## src/rtl/tdc_stream_sequencer.sv

```systemverilog
// ============================================================================
//  Module : tdc_stream_sequencer
//  Collects one TDC timestamp per pixel per acquisition and streams them to
//  the histogram builder; optional test pattern via STREAM_TEST_PATTERN_EN.
//  Rev    : 1.0
// ============================================================================
`default_nettype none

module tdc_stream_sequencer #(
    parameter int NP            = 10,
    parameter int PIXEL_NUM     = 6,
    parameter int ACQ_NUM       = 2,
    parameter int WINDOW_CYCLES = 64
) (
    input  logic                                           clk,
    input  logic                                           res,
    input  logic                                           acqStart,
    input  logic [PIXEL_NUM-1:0]                           tdcValid,
    input  logic [NP*PIXEL_NUM-1:0]                        tdcData,
    input  logic                                           testMode,
    output logic                                           wrEn,
    output logic [NP-1:0]                                  data,
    output logic [((ACQ_NUM > 1) ? $clog2(ACQ_NUM) : 1)-1:0] acqIdx,
    output logic                                           busy,
    output logic                                           frameDone,
    output logic                                           overflow
);

    localparam int c_acqW = (ACQ_NUM > 1) ? $clog2(ACQ_NUM) : 1;
    localparam int c_pixW = (PIXEL_NUM > 1) ? $clog2(PIXEL_NUM) : 1;
    localparam int c_winW = $clog2(WINDOW_CYCLES);

    localparam logic [NP-1:0]     c_noHit   = {NP{1'b1}};
    localparam logic [NP-1:0]     c_satHit  = c_noHit - 1'b1;
    localparam logic [c_winW-1:0] c_winLoad = c_winW'(WINDOW_CYCLES - 1);
    localparam logic [c_pixW-1:0] c_lastPix = c_pixW'(PIXEL_NUM - 1);
    localparam logic [c_acqW-1:0] c_lastAcq = c_acqW'(ACQ_NUM - 1);

    localparam logic [1:0] c_stIdle    = 2'd0;
    localparam logic [1:0] c_stCollect = 2'd1;
    localparam logic [1:0] c_stEmit    = 2'd2;
    localparam logic [1:0] c_stDone    = 2'd3;

    logic [1:0]           r_state;
    logic [1:0]           w_nextState;
    logic [c_winW-1:0]    r_winCnt;
    logic [c_pixW-1:0]    r_pixIdx;
    logic [c_acqW-1:0]    r_acqIdx;
    logic [PIXEL_NUM-1:0] r_valid;
    logic [NP-1:0]        r_ts [PIXEL_NUM];
    logic                 r_wrEn;
    logic [NP-1:0]        r_data;
    logic                 r_overflow;

    logic [PIXEL_NUM-1:0] w_hit;
    logic [PIXEL_NUM-1:0] w_nextValid;
    logic [NP-1:0]        w_nextTs [PIXEL_NUM];
    logic [c_pixW-1:0]    w_sel;
    logic [NP-1:0]        w_pixWord;
    logic [NP-1:0]        w_word;
    logic                 w_wrEnNext;
    logic [NP-1:0]        w_dataNext;

    // A hit on the last window cycle must reach word 0 in the very next
    // cycle, so the word mux reads the post-capture view of the registers.
    generate
        for (genvar p = 0; p < PIXEL_NUM; p++) begin : g_pix
            assign w_hit[p]       = (r_state == c_stCollect) && tdcValid[p] && !r_valid[p];
            assign w_nextValid[p] = (r_state == c_stIdle) ? 1'b0 : (r_valid[p] | w_hit[p]);
            assign w_nextTs[p]    = w_hit[p] ? tdcData[p*NP +: NP] : r_ts[p];
        end
    endgenerate

    assign w_pixWord = !w_nextValid[w_sel]         ? c_noHit  :
                       (w_nextTs[w_sel] == c_noHit) ? c_satHit : w_nextTs[w_sel];

`ifdef STREAM_TEST_PATTERN_EN
    logic          r_testMode;
    logic [NP-1:0] r_lfsr;
    logic [NP-1:0] w_lfsrNext;

    assign w_lfsrNext = {r_lfsr[NP-2:0], r_lfsr[NP-1] ^ r_lfsr[NP-4]};
    assign w_word     = r_testMode ? r_lfsr : w_pixWord;

    always_ff @(posedge clk or posedge res) begin
        if (res) begin
            r_testMode <= 1'b0;
            r_lfsr     <= {{(NP-1){1'b0}}, 1'b1};
        end else begin
            if (r_state == c_stIdle && acqStart) begin
                r_testMode <= testMode;
            end
            if (w_wrEnNext && r_testMode) begin
                r_lfsr <= w_lfsrNext;
            end
        end
    end
`else
    logic w_unusedTestMode;

    assign w_unusedTestMode = testMode;
    assign w_word           = w_pixWord;
`endif

    always_ff @(posedge clk or posedge res) begin
        if (res) begin
            r_state <= c_stIdle;
        end else begin
            r_state <= w_nextState;
        end
    end

    always_comb begin
        w_nextState = r_state;
        case (r_state)
            c_stIdle:    if (acqStart) w_nextState = c_stCollect;
            c_stCollect: if (r_winCnt == '0) w_nextState = c_stEmit;
            c_stEmit: begin
                if (r_pixIdx == c_lastPix) begin
                    w_nextState = (r_acqIdx == c_lastAcq) ? c_stDone : c_stIdle;
                end
            end
            default:     w_nextState = c_stIdle;
        endcase
    end

    always_comb begin
        busy       = (r_state == c_stCollect) || (r_state == c_stEmit);
        frameDone  = (r_state == c_stDone);
        w_wrEnNext = 1'b0;
        w_sel      = '0;
        case (r_state)
            c_stCollect: w_wrEnNext = (r_winCnt == '0);
            c_stEmit: begin
                if (r_pixIdx != c_lastPix) begin
                    w_wrEnNext = 1'b1;
                    w_sel      = r_pixIdx + 1'b1;
                end
            end
            default: w_wrEnNext = 1'b0;
        endcase
        w_dataNext = w_wrEnNext ? w_word : '0;
    end

    always_ff @(posedge clk or posedge res) begin
        if (res) begin
            r_winCnt   <= '0;
            r_pixIdx   <= '0;
            r_acqIdx   <= '0;
            r_valid    <= '0;
            r_wrEn     <= 1'b0;
            r_data     <= '0;
            r_overflow <= 1'b0;
            for (int p = 0; p < PIXEL_NUM; p++) begin
                r_ts[p] <= '0;
            end
        end else begin
            r_valid <= w_nextValid;
            for (int p = 0; p < PIXEL_NUM; p++) begin
                r_ts[p] <= w_nextTs[p];
            end
            r_wrEn <= w_wrEnNext;
            r_data <= w_dataNext;
            r_winCnt <= (r_state == c_stIdle) ? c_winLoad : (r_winCnt - 1'b1);
            if (r_state == c_stEmit && r_pixIdx != c_lastPix) begin
                r_pixIdx <= r_pixIdx + 1'b1;
            end else begin
                r_pixIdx <= '0;
            end
            if (r_state == c_stEmit && r_pixIdx == c_lastPix && r_acqIdx != c_lastAcq) begin
                r_acqIdx <= r_acqIdx + 1'b1;
            end else if (r_state == c_stDone) begin
                r_acqIdx <= '0;
            end
            if (acqStart && r_state != c_stIdle) begin
                r_overflow <= 1'b1;
            end
        end
    end

    assign wrEn     = r_wrEn;
    assign data     = r_data;
    assign acqIdx   = r_acqIdx;
    assign overflow = r_overflow;

endmodule

`default_nettype wire

```

## config.mk

```make
export PLATFORM = sky130hd
export DESIGN_NAME = tdc_stream_sequencer
export DESIGN_NICKNAME = d
export VERILOG_FILES = /design/src/rtl/tdc_stream_sequencer.sv
export SDC_FILE = /design/constraint.sdc
export NUM_CORES = 1
export LEC_CHECK = 0
export CORE_MARGIN = 1
export CORE_UTILIZATION = 40
export CTS_CLUSTER_SIZE = 12
export DETAILED_ROUTE_END_ITERATION = 16
export GPL_ROUTABILITY_DRIVEN = 0
export GPL_TIMING_DRIVEN = 0
export HOLD_SLACK_MARGIN = 0.03
export PLACE_DENSITY = 0.69
export REMOVE_ABC_BUFFERS = 1
export SLEW_MARGIN = 20
export SYNTH_ARGS = -nofsm -noshare
export SYNTH_HDL_FRONTEND = slang
export SYNTH_SLANG_ARGS = --single-unit
```

## constraint.sdc

```tcl
create_clock -name clk -period 8.85 [get_ports clk]
set_input_delay 1.77 -clock clk [delete_from_list [all_inputs] [get_ports clk]]
set_output_delay 1.77 -clock clk [all_outputs]
set_load 0.01 [all_outputs]
```

==> metrics.txt <==
status=completed; share of cells above drive strength 1=0.184; mapped cell area=4170 sq um; initial antenna violation count=0; Area Growth Syn to Fin=26.8%; Mean Syn Cell Area=11.6 sq um; post_cts resized=0; worst setup margin=4.92 ns; Placed Area=5110 sq um; post-synth top area share=0.540; sequential element share of the synthesized area=0.540; Vias/cell=5.22; Die H=104 um; I/O Buffers=83; # hold bufs at CTS=0; routed wire length per instance=roughly 17 um; Worst Tran Pin Value=0.902 ns; chip width=between 100 and 150 um; setup_tns=0 ns; clock tree buffer depth=2; Synth area leaders=dfrtp_1 (54%), mux2_2 (14%), nand2_1 (4.0%), nor2_1 (2.7%), a21oi_1 (2.5%); synthesis-stage register bit count=90; Rows=36; Final Skew=0.0163 ns; Worst-Skew Late Latency=approximately 0.35 ns; Post-Syn Instances=approximately 360; full die area=~11000 sq um; Final Power=1.64 mW; nets=519; final critical-path required period=~3.9 ns; H-tree levels=3; Arr. time, crit path=around 4.1 ns; Total Wirelength=a little under 10 mm; PD cells=311 nW/um^2; Core Area=roughly 10000 sq um; Leakage=2.27 nW; Slew HR=0.395; critical path capture point type=flip-flop; clock sink count=90; grt total ovfl=0; All-Layer GR Usage=0.190; achievable frequency=~250 MHz; fin util=0.531; Root Driver=clkbuf_8; Slew Viols, Final=0; First-pass DRT Iterations=4; final std cell area, no fill=5290 sq um; Post-synth ARST share=1.00; DR vias=3015; Initial Util=0.419; antenna cells=0; io pins=85; class of the worst hold path=reg -> reg; crit-path max FO=10; ys flop type=dfrtp_1; DR iter-0 viols=between 100 and 150; Netlist cell types=52; max_cap viols=0; Final Cycle Share=0.444; worst slack at placement=4.61 ns; critical path type=in -> reg; Syn. warnings=0; DRT antenna net count=0; final hold violation count=0; Clock Pin Slew Worst Setup and Hold Paths=0.09 ns; number of global-route vias before repair=3274; Post-CTS Setup Inserts=0; worst path required time=around 9 ns; largest net degree at the start of global routing=57; unrepaired setup endpoints after global routing=false; CTS buffer count=9; crit start category=input port; Setup violations, final=0; CTS tree=yes; detailed placement HPWL=7.08 mm; DR DRC count=0; first-pass GRT wire length=16.0 mm; Post-synth EDFFs=0; Peak supply drop=0.115 mV; Synth area leader=dfrtp_1
## cells in the mapped netlist (all sizes together) (2+ instances only)
cell type and number:
dfrtp 90, mux2 52, nand2 45, nor2 31
a21oi 21, buf 13, nor3 13, inv 12
a211oi 9, ha 8, a22o 7, nand2b 6
nand3 5, nand3b 5, o2111a 4, o21ai 4
mux2i 3, o211a 3, a21o 2, a31oi 2
clkbuf 2, clkinv 2, nor3b 2, nor4 2
xnor2 2
## worst max-delay path, cell delays in order
cell,delay [ns]
clkdlybuf4s50_1,0.55
nand3b_1,0.44
mux2_2,0.39
nor2_1,0.05
nor3_1,0.28
nor3_1,0.10
nor4_1,0.37
a41oi_1,0.17
## path summary, 6_finish.rpt
path | endpoint | from | slack [ns] | depth (start not counted)
worst max-delay path | data[0]$_DFF_PP0_ | tdcValid[2] | 4.92 | 8
worst min-delay path | overflow$_DFFE_PP0P_ | overflow$_DFFE_PP0P_ | 0.46 | 1
worst max register to register | data[0]$_DFF_PP0_ | r_state[0]$_DFFE_PP0P_ | 5.12 | 10
worst min register to register | overflow$_DFFE_PP0P_ | overflow$_DFFE_PP0P_ | 0.46 | 1
max in group asynchronous | r_ts[41]$_DFF_PP0_ | res | 6.47 | 3
min in group asynchronous | r_winCnt[2]$_DFF_PP0_ | res | 1.77 | 2
## registers in the layout, indices dropped and copies added, names as in the netlist
name and count:
r_pixIdx 3, wrEn 1, data 10, r_ts 60, r_state 2, r_winCnt 6, r_valid 6, overflow 1
acqIdx 1
## where the power goes
part / internal [mW] / switching (mW) / total (mW)
combinational: 0.336 / 0.410 / 0.746
sequential: 0.584 / 0.0572 / 0.641
clock: 0.109 / 0.146 / 0.255
## logic make-up (layout without fill, tap and decap cells)
family                     after synthesis  count (layout)  synth area share
buffers and inverters                   29             113            0.0345
muxes                                   55              55             0.148
adders and majority gates                8               8            0.0240
AOI/OAI and AO/OA                       63              63             0.116
and+or+nand+nor                        113             113             0.132
DFF                                     90              90             0.540
xor gates and xnor gates                 3               3           0.00630
## cell usage in the layout (no fill, tap or decap), types with 8 or more instances in the layout
cell type | Yosys | layout
clkdlybuf4s50_1 | 0 | 83
nor2_1 | 30 | 30
a211oi_1 | 8 | 8
dfrtp_1 | 90 | 90
a21oi_1 | 21 | 21
nor3_1 | 11 | 11
inv_1 | 11 | 10
ha_1 | 8 | 8
nand2_1 | 44 | 44
mux2_2 | 51 | 51
clkbuf_8 | 0 | 10
## cell type report
class / count / area (sq um)
multi-input cells: 242 / 1780
inverters: 14 / 57.6
clock buffers: 10 / 138
repair buffers: 84 / 858
fillers: 876 / 4670
well taps: 133 / 166
flip-flops and latches: 90 / 2250
clock inverters: 5 / 38.8
## per-stage QoR
step / instances / hold slack, ns
final: 578 / 0.462
after global routing: 578 / 0.483
after CTS: 578 / 0.467
after detailed placement: 563 / 0.446
after global placement: 562 / 0.438
after floorplan: 346 / 0.429
## layer usage
layer	global-route usage	share of wire
met1	0.249	0.47
met2	0.317	0.48
met3	0.0257	0.036
met4	0.0765	0.019
met5	0	0
Power figures use the tool's default switching activity.
